==> src/rtl/chess_pkg.sv <==
// Shared constants and types for the chess attack-array controllers.
// Holds search op codes, side encodings, piece codes and the sequencer FSM states.
package chess_pkg;

    localparam logic OP_VICTIM    = 1'b0;
    localparam logic OP_AGGRESSOR = 1'b1;

    localparam logic WHITE = 1'b0;
    localparam logic BLACK = 1'b1;

    typedef enum logic [2:0] {
        PC_NONE,
        PC_PAWN,
        PC_KNIGHT,
        PC_BISHOP,
        PC_ROOK,
        PC_QUEEN,
        PC_KING
    } piece_e;

    typedef enum logic [2:0] {
        IDLE,
        V_SETTLE,
        V_EVAL,
        A_SETTLE,
        A_EVAL,
        EMIT,
        DONE
    } seq_state_e;

endpackage

==> src/rtl/settle_timer.sv <==
// Down-counter covering the arbiter latency after a board control change.
// expired_o is high once LAT cycles have elapsed since the last load.
module settle_timer #(
    parameter int LAT = 0
) (
    input  logic clk,
    input  logic rst_n,
    input  logic load_i,
    output logic expired_o
);

    localparam int TW = (LAT > 1) ? $clog2(LAT) : 1;
    localparam logic [TW-1:0] LOADV = (LAT > 0) ? TW'(LAT - 1) : '0;

    logic [TW-1:0] cnt_q, cnt_d;

    always_comb begin
        cnt_d = cnt_q;
        if (load_i) begin
            cnt_d = LOADV;
        end else if (cnt_q != '0) begin
            cnt_d = cnt_q - 1'b1;
        end
    end

    always_ff @(posedge clk) begin
        if (!rst_n) begin
            cnt_q <= '0;
        end else begin
            cnt_q <= cnt_d;
        end
    end

    assign expired_o = (cnt_q == '0);

endmodule

==> src/rtl/mvv_lva_sequencer.sv <==
// MVV-LVA move enumerator: best victim first, then its aggressors cheapest first.
// Drives the attack array controls and streams (from, to, prio) moves.
module mvv_lva_sequencer
    import chess_pkg::*;
#(
    parameter int SQ_BITS = 6,
    parameter int PRIO_W  = 3,
    parameter int ARB_LAT = 0,
    parameter int CNT_W   = 8,
    localparam int NSQ    = 1 << SQ_BITS
) (
    input  logic               clk,
    input  logic               rst_n,
    input  logic               start,
    input  logic               start_wtm,
    input  logic               abort,
    output logic               busy,
    output logic               done,
    output logic               done_illegal,
    output logic               mv_valid,
    input  logic               mv_ready,
    output logic [SQ_BITS-1:0] mv_from,
    output logic [SQ_BITS-1:0] mv_to,
    output logic [PRIO_W-1:0]  mv_prio,
    output logic [CNT_W-1:0]   mv_count,
    output logic               brd_op,
    output logic               brd_wtm,
    output logic [SQ_BITS-1:0] brd_xmit,
    output logic [NSQ-1:0]     brd_en,
    input  logic [NSQ-1:0]     brd_own,
    input  logic               brd_found,
    input  logic [SQ_BITS-1:0] brd_square,
    input  logic [PRIO_W-1:0]  brd_prio,
    input  logic               brd_illegal
);

    localparam seq_state_e V_NEXT = (ARB_LAT == 0) ? V_EVAL : V_SETTLE;
    localparam seq_state_e A_NEXT = (ARB_LAT == 0) ? A_EVAL : A_SETTLE;

    function automatic logic [NSQ-1:0] onehot(input logic [SQ_BITS-1:0] s);
        onehot    = '0;
        onehot[s] = 1'b1;
    endfunction

    seq_state_e         state_q, state_d;
    logic               busy_q, busy_d;
    logic               done_q, done_d;
    logic               dill_q, dill_d;
    logic               mvv_q, mvv_d;
    logic [SQ_BITS-1:0] from_q, from_d;
    logic [SQ_BITS-1:0] to_q, to_d;
    logic [PRIO_W-1:0]  prio_q, prio_d;
    logic [CNT_W-1:0]   cnt_q, cnt_d;
    logic               op_q, op_d;
    logic               wtm_q, wtm_d;
    logic [SQ_BITS-1:0] xmit_q, xmit_d;
    logic [NSQ-1:0]     en_q, en_d;
    logic [NSQ-1:0]     vmask_q, vmask_d;
    logic [NSQ-1:0]     amask_q, amask_d;
    logic [SQ_BITS-1:0] v_q, v_d;
    logic [PRIO_W-1:0]  vp_q, vp_d;
    logic               first_q, first_d;
    logic               tmr_load;
    logic               tmr_exp;

    // Arm the timer only on entry to a settle state, i.e. on a control change.
    assign tmr_load = (state_d != state_q) &&
                      ((state_d == V_SETTLE) || (state_d == A_SETTLE));

    settle_timer #(
        .LAT(ARB_LAT)
    ) u_tmr (
        .clk      (clk),
        .rst_n    (rst_n),
        .load_i   (tmr_load),
        .expired_o(tmr_exp)
    );

    always_comb begin
        state_d = state_q;
        busy_d  = busy_q;
        done_d  = 1'b0;
        dill_d  = dill_q;
        mvv_d   = mvv_q;
        from_d  = from_q;
        to_d    = to_q;
        prio_d  = prio_q;
        cnt_d   = cnt_q;
        op_d    = op_q;
        wtm_d   = wtm_q;
        xmit_d  = xmit_q;
        en_d    = en_q;
        vmask_d = vmask_q;
        amask_d = amask_q;
        v_d     = v_q;
        vp_d    = vp_q;
        first_d = first_q;
        if ((state_q != IDLE) && abort) begin
            state_d = IDLE;
            mvv_d   = 1'b0;
            busy_d  = 1'b0;
            en_d    = '1;
        end else begin
            unique case (state_q)
                IDLE: begin
                    if (start && !abort) begin
                        wtm_d   = start_wtm;
                        op_d    = OP_VICTIM;
                        vmask_d = '1;
                        en_d    = '1;
                        cnt_d   = '0;
                        busy_d  = 1'b1;
                        first_d = 1'b1;
                        dill_d  = 1'b0;
                        state_d = V_NEXT;
                    end
                end
                V_SETTLE: begin
                    if (tmr_exp) state_d = V_EVAL;
                end
                V_EVAL: begin
                    if (first_q && brd_illegal) begin
                        dill_d  = 1'b1;
                        done_d  = 1'b1;
                        state_d = DONE;
                    end else if (!brd_found) begin
                        done_d  = 1'b1;
                        state_d = DONE;
                    end else begin
                        v_d     = brd_square;
                        vp_d    = brd_prio;
                        amask_d = brd_own;
                        en_d    = brd_own;
                        op_d    = OP_AGGRESSOR;
                        xmit_d  = brd_square;
                        first_d = 1'b0;
                        state_d = A_NEXT;
                    end
                end
                A_SETTLE: begin
                    if (tmr_exp) state_d = A_EVAL;
                end
                A_EVAL: begin
                    if (brd_found) begin
                        from_d  = brd_square;
                        to_d    = v_q;
                        prio_d  = vp_q;
                        mvv_d   = 1'b1;
                        amask_d = amask_q & ~onehot(brd_square);
                        state_d = EMIT;
                    end else begin
                        vmask_d = vmask_q & ~onehot(v_q);
                        en_d    = vmask_q & ~onehot(v_q);
                        op_d    = OP_VICTIM;
                        state_d = V_NEXT;
                    end
                end
                EMIT: begin
                    if (mv_ready) begin
                        mvv_d   = 1'b0;
                        cnt_d   = (&cnt_q) ? cnt_q : cnt_q + 1'b1;
                        en_d    = amask_q;
                        state_d = A_NEXT;
                    end
                end
                DONE: begin
                    busy_d  = 1'b0;
                    state_d = IDLE;
                end
                default: state_d = IDLE;
            endcase
        end
    end

    always_ff @(posedge clk) begin
        if (!rst_n) begin
            state_q <= IDLE;
            busy_q  <= 1'b0;
            done_q  <= 1'b0;
            dill_q  <= 1'b0;
            mvv_q   <= 1'b0;
            from_q  <= '0;
            to_q    <= '0;
            prio_q  <= '0;
            cnt_q   <= '0;
            op_q    <= OP_VICTIM;
            wtm_q   <= WHITE;
            xmit_q  <= '0;
            en_q    <= '1;
            vmask_q <= '1;
            amask_q <= '0;
            v_q     <= '0;
            vp_q    <= '0;
            first_q <= 1'b0;
        end else begin
            state_q <= state_d;
            busy_q  <= busy_d;
            done_q  <= done_d;
            dill_q  <= dill_d;
            mvv_q   <= mvv_d;
            from_q  <= from_d;
            to_q    <= to_d;
            prio_q  <= prio_d;
            cnt_q   <= cnt_d;
            op_q    <= op_d;
            wtm_q   <= wtm_d;
            xmit_q  <= xmit_d;
            en_q    <= en_d;
            vmask_q <= vmask_d;
            amask_q <= amask_d;
            v_q     <= v_d;
            vp_q    <= vp_d;
            first_q <= first_d;
        end
    end

    assign busy         = busy_q;
    assign done         = done_q;
    assign done_illegal = dill_q;
    assign mv_valid     = mvv_q;
    assign mv_from      = from_q;
    assign mv_to        = to_q;
    assign mv_prio      = prio_q;
    assign mv_count     = cnt_q;
    assign brd_op       = op_q;
    assign brd_wtm      = wtm_q;
    assign brd_xmit     = xmit_q;
    assign brd_en       = en_q;

endmodule

==> config.mk <==
export PLATFORM = sky130hd
export DESIGN_NAME = mvv_lva_sequencer
export DESIGN_NICKNAME = d
export VERILOG_FILES = /design/src/rtl/chess_pkg.sv /design/src/rtl/settle_timer.sv /design/src/rtl/mvv_lva_sequencer.sv
export SDC_FILE = /design/constraint.sdc
export NUM_CORES = 1
export LEC_CHECK = 0
export CORE_AREA = 10 10 172 174
export CTS_CLUSTER_DIAMETER = 120
export CTS_CLUSTER_SIZE = 16
export DETAILED_ROUTE_END_ITERATION = 6
export DIE_AREA = 0 0 182 184
export PLACE_DENSITY = 0.71
export SLEW_MARGIN = 10
export SYNTH_ARGS = -nofsm -noshare
export SYNTH_HDL_FRONTEND = slang
export SYNTH_SLANG_ARGS = --single-unit
export TNS_END_PERCENT = 5
==> constraint.sdc <==
create_clock -name clk -period 2.3 [get_ports clk]
set_input_delay 0.69 -clock clk [delete_from_list [all_inputs] [get_ports clk]]
set_output_delay 0.69 -clock clk [all_outputs]
set_load 0.005 [all_outputs]
**Word-level counts from Yosys, hierarchy flattened**

Index checks and enable logic that the tools add are counted.

- Equal/unequal tests: 17
- Bitwise gates (word level): 9
- Div/mod/pow operators: 0
- Shifts and indexed selects: 0
- Magnitude comparators: 4
- Reductions and logical operators: 34
- $add $sub $neg: 2
- $mul: 0
- Mux-type cells: 42

Operator list:

| kind | number |
|---|---|
| 64-bit 2-to-1 mux | 6 |
| 64-bit one-hot mux with 2 select lines | 2 |
| 64-bit one-hot mux with 4 select lines | 1 |
| 64-bit AND | 2 |
| 64-bit inverter | 2 |
| 8-bit 2-to-1 mux | 3 |
| 3-bit 2-to-1 mux | 6 |
| 3-bit one-hot mux with 6 select lines | 1 |
| 2-bit inequality test (second input constant) | 8 |
| 8-bit one-hot mux with 2 select lines | 1 |
| 5-bit AND reduction | 3 |
| 6-bit by 7-bit less-than comparator with 1-bit output (second input constant) | 2 |
| 1-bit 2-to-1 mux | 13 |
| 1-bit demux with 6-bit select | 2 |
| 6-bit by 1-bit greater-or-equal comparator with 1-bit output (second input constant) | 2 |
| 4-bit AND reduction | 3 |
| 6-bit AND reduction | 2 |
| 2-bit nonzero test | 6 |
| 3-bit by 2-bit == test with 1-bit output (second input constant) | 3 |
| 3-bit == test (second input constant) | 3 |
| 3-bit AND reduction | 3 |
| 8-bit by 1-bit adder with 8-bit output (second input constant) | 1 |
| 1-bit one-hot mux with 2 select lines | 4 |
| 8-bit AND reduction | 1 |
| 15 further kinds | 28 |

- Register bits after elaboration: 235
- RAM bits: 0
- Input bits: 81
- Latch bits: 0
- Output and inout bits: 99
- Memory bits (read-only): 0
- Memories: 0
- Logic and storage cells: 126

**Logic depth before layout (Yosys ltp)**

- Word-level depth: 9
- Gate-level depth with buffers: 8
- Depth with buffers taken out: 5

**Cells and area by module**

A second synthesis with hierarchy kept.

- Cell total of the unflattened synthesis: 1,444
- Area total of the unflattened synthesis: 12,120.4 sq um

By module, submodules not included:

| module | sequential area each (sq um) | cells an instance | area an instance (sq um) | times used |
|---|---|---|---|---|
| mvv_lva_sequencer | 4,684.5 | 1,441 | 12,092.8 | 1 |
| settle_timer | 20.0 | 3 | 27.5 | 1 |

**Least setup slack after synthesis**

Ideal clock, no wire load.

- Path type: input -> register
- From: in abort
- To: reg cnt_q[6], in the netlist mv_count[6]
- Cell stages on the path: 7
- Setup time: 0.128 ns
- Path slack: 0.118 ns
- Buffers on the path: 3
- Arrival: 2.054 ns
- Required time: 2.172 ns
- Cells stage by stage: or4b_1 > or2_0 > clkbuf_1 > nand2_1 > buf_2 > buf_4 > a211oi_1

- Longest elaborated chain between the ends: 4

Ends and longest elaborated chain:

| item | RTL line | RTL |
|---|---|---|
| start: declaration | mvv_lva_sequencer.sv:16 | `input logic abort,` |
| 1-bit zero test | mvv_lva_sequencer.sv:106 | `if (start && !abort) begin` |
| 1-bit logical AND | mvv_lva_sequencer.sv:106 |  |
| 2-bit inequality test (no source line) | n/a |  |
| 5-bit AND reduction (no source line) (*) | n/a |  |
| end signal: assignment | mvv_lva_sequencer.sv:204 | `cnt_q <= cnt_d;` |
| end: declaration | mvv_lva_sequencer.sv:53 | `logic [CNT_W-1:0] cnt_q, cnt_d;` |

Every way passes the cells marked *; elsewhere a longest branch is shown, timed or not.
A chain may end at the register's enable or synchronous reset.

==> summary.md <==
| Metric | Value |
|---|---|
| Status | `finished, final reports clean` |
| Arrival time at the worst endpoint | `1.56 ns` |
| Placed cell area | `around 0.015 mm²` |
| Cts bufs inserted | `18` |
| Die X | `182 µm` |
| Post-synthesis async set-or-reset flop share | `0%` |
| Seq cells post-synth | `235` |
| CTS tree | `built` |
| Synth top area share | `between 40% and 50%` |
| Via Count | `11200` |
| Vias in the first global route | `10600` |
| Final setup viols | `0` |
| EDFF count, synth | `0` |
| Met1 wire length | `17.0 mm` |
| Fill count | `2315` |
| CORE AREA | `0.0259 mm²` |
| Slew Viols, Final | `0` |
| Slowest stage cell, crit path | `clkdlybuf4s50_1` |
| Power per cell area | `between 600 and 700 mW/mm²` |
| Sink Count | `235` |
| Max Clock Skew | `0.0129 ns` |
| Largest net degree at the start of global routing | `95` |
| Worst path cell trace | `clkdlybuf4s50_1` |
| Metal2 WL | `approximately 18 mm` |
| PortBufs | `179` |
| H-tree level count | `1` |
| Gpl congestion | `0.891` |
| Worst IR Drop VDD | `0.436 mV` |
| Yosys top cell by area | `dfxtp_1` |
| Synth top cells by count | `nand2_1 (236), dfxtp_1 (235), clkbuf_1 (98), mux2i_1 (91), nor2_1 (74)` |
| Synth warn | `0` |
| Die ar. | `0.0335 mm²` |
| Clk buf depth | `3` |
| Syn_nets | `1435` |
| Initial core utilization | `a little under half` |
| Worst min path class | `flop to flop` |
| # diodes | `0` |
| First-pass GRT wire length | `approximately 61 mm` |
| Leakage power figure | `5.69 nW` |
| I/O pins | `between 150 and 200` |
| Routed len/inst | `21.0 µm` |
| Worst-Margin Slew | `0.660 ns` |
| CP peak stage delay | `0.62 ns` |
| WP buf/inv | `1` |
| Max Clk Rate | `445 MHz` |
| Top-count cell post-synth | `nand2_1` |
| Synth top area cells | `dfxtp_1 (40%), mux2i_1 (7.8%), nand2_1 (7.6%)` |
| Final Hold Viols | `0` |
| DR WL met3 | `roughly 3.8 mm` |
| Drt via density | `5.95` |
| Initial antenna violation count | `1` |
| Initial DRC Count | `1195` |
| Die height | `184 µm` |
| Share of cells above drive strength 1 | `a little under an eighth` |
| Setup CP Type | `flop to output pin` |
| RSZ-0062 raised after global routing | `no` |
| Main flop type after synthesis | `dfxtp_1` |
| Sw Ratio | `28.9%` |
| Reg clk slew, reported paths | `0.08 ns` |
| Drt total wl | `39.4 mm` |
| Clk_lat worst skew | `0.50 ns` |
| Fin crit share | `slightly below 100%` |
| Sequential fraction of the synthesis area | `40.3%` |
| Distinct cells, synth | `between 50 and 60` |
| Sequential share of power | `45.9%` |
| Overflow after GRT | `0` |
| Combinational share of power | `22.4%` |
| Row count | `a little under 60` |
| Crit end category | `output pin` |
| CP startpoint kind | `flop` |
| Req. time, crit path | `1.61 ns` |
| Mean Syn Cell Area | `8.62 µm²` |
| Max-Cap Viols | `0` |
| Root Driver | `clkbuf_16` |
| Pint | `6.57 mW` |
| Final hold slack | `0.455 ns` |
| Slew HR | `56.0%` |
| Post-route antenna net violation count | `0` |
| Area growth, synth to finish | `29.9%` |
| Clk pwr share | `31.7%` |
| Residual DRC count | `0` |
| DP Wirelength | `27.8 mm` |
| Worst path top cell family by delay | `buffers and inverters` |
| Nets | `approximately 1600` |
| Min cycle time layout | `about 2.2 ns` |
| GRT Util Overall | `22.2%` |
| Post-Syn Instances | `1353` |
| CP Max Fanout | `7` |
| Initial DRT Pass Iterations | `5` |
| Final instance area | `0.0152 mm²` |
| NetSw | `between 2 and 3 mW` |
| Cell area after synthesis | `0.0117 mm²` |
| Top Layer Used | `met5` |
[layer usage]
layer	GRT usage, %	up-vias
li1	-	5258
met1	30.2	5361
met2	34.3	503
met3	5.14	58
met4	6.22	2
met5	0	-
[power groups by stage]
stage               sequential, mW  combinational (mW)  clock (mW)
floorplan                     4.32                1.06           0
detailed placement            4.34                2.02           0
finish                        4.24                2.07        2.93
CTS                           4.24                2.03        2.98
global placement              4.33                2.01           0
global route                  4.25                2.18        3.12
[flip-flops by register name, indices dropped and copies added, names as in the netlist]
signal and count:
done_illegal 1, v_q 6, vmask_q 64, state_q 3, amask_q 64, mv_prio 3
brd_wtm 1, mv_count 8, mv_from 6, busy 1, first_q 1, u_tmr.cnt_q 1
vp_q 3, brd_en 64, mv_to 6, mv_valid 1, done 1, brd_op 1
[cell type report]
type	count	area, µm²	share of cell area, %
flip-flops and latches	235	4720	31.2
clock buffers	19	475	3.14
well taps	335	419	2.77
inverters	5	18.8	0.124
multi-input cells	973	6400	42.3
repair buffers	310	3110	20.5
clock inverters	1	7.51	0.0495
[per-stage QoR]
step | setup WS [ns] | util [%] | total power [mW] | std cells | TNS (ns)
after global routing | 0.00596 | 58.5 | 9.56 | 1878 | 0
after global placement | -0.404 | 56.4 | 6.34 | 1857 | -38.91
final | 0.0517 | 58.5 | 9.24 | 1878 | 0
after floorplan | 0.118 | - | 5.38 | 1353 | 0
after detailed placement | -0.493 | 56.4 | 6.36 | 1857 | -43.60
after CTS | 0.0116 | 58.3 | 9.26 | 1877 | 0
[path summary, 6_finish.rpt]
path / cells past startpoint / slack [ns] / endpoint / start
hold reg to reg: 1 / 0.45 / vmask_q[7] / vmask_q[7]
setup reg to reg: 7 / 0.18 / amask_q[24] / state_q[1]
setup / recovery: 1 / 0.05 / brd_xmit[4] / v_q[4]
hold / removal: 1 / 0.45 / vmask_q[7] / vmask_q[7]
[kinds of logic after synthesis]
logic type | Yosys count | synth area share, %
simple gates | 448 | 18.1
compound gates | 432 | 28.4
flops | 235 | 40.3
buf+inv | 145 | 5.26
mux | 91 | 7.81
fa+ha+maj | 1 | 0.107
other cells | 1 | 0.0322
[cells in the final DEF (no fill, tap or decap), drive strengths merged, types with 66 or more instances in the layout]
cell           netlist  routed
dfxtp              235     235
nand2              236     236
buf                 42     131
a21oi               75      75
clkdlybuf4s50        0     178
mux2i               91      91
nor2                74      74
o31ai               69      69
a21boi              68      68
a21o                66      66
[what timing repair did]
item / 4_1_cts / 5_1_grt
pin swaps: 0 / 0
hold buffers: 0 / 0
endpoints found under the setup margin: 5 / 50
gates resized for setup: 6 / 7
cloned: 0 / 1
setup buffers: 0 / 0
Power figures use the tool's default switching activity.
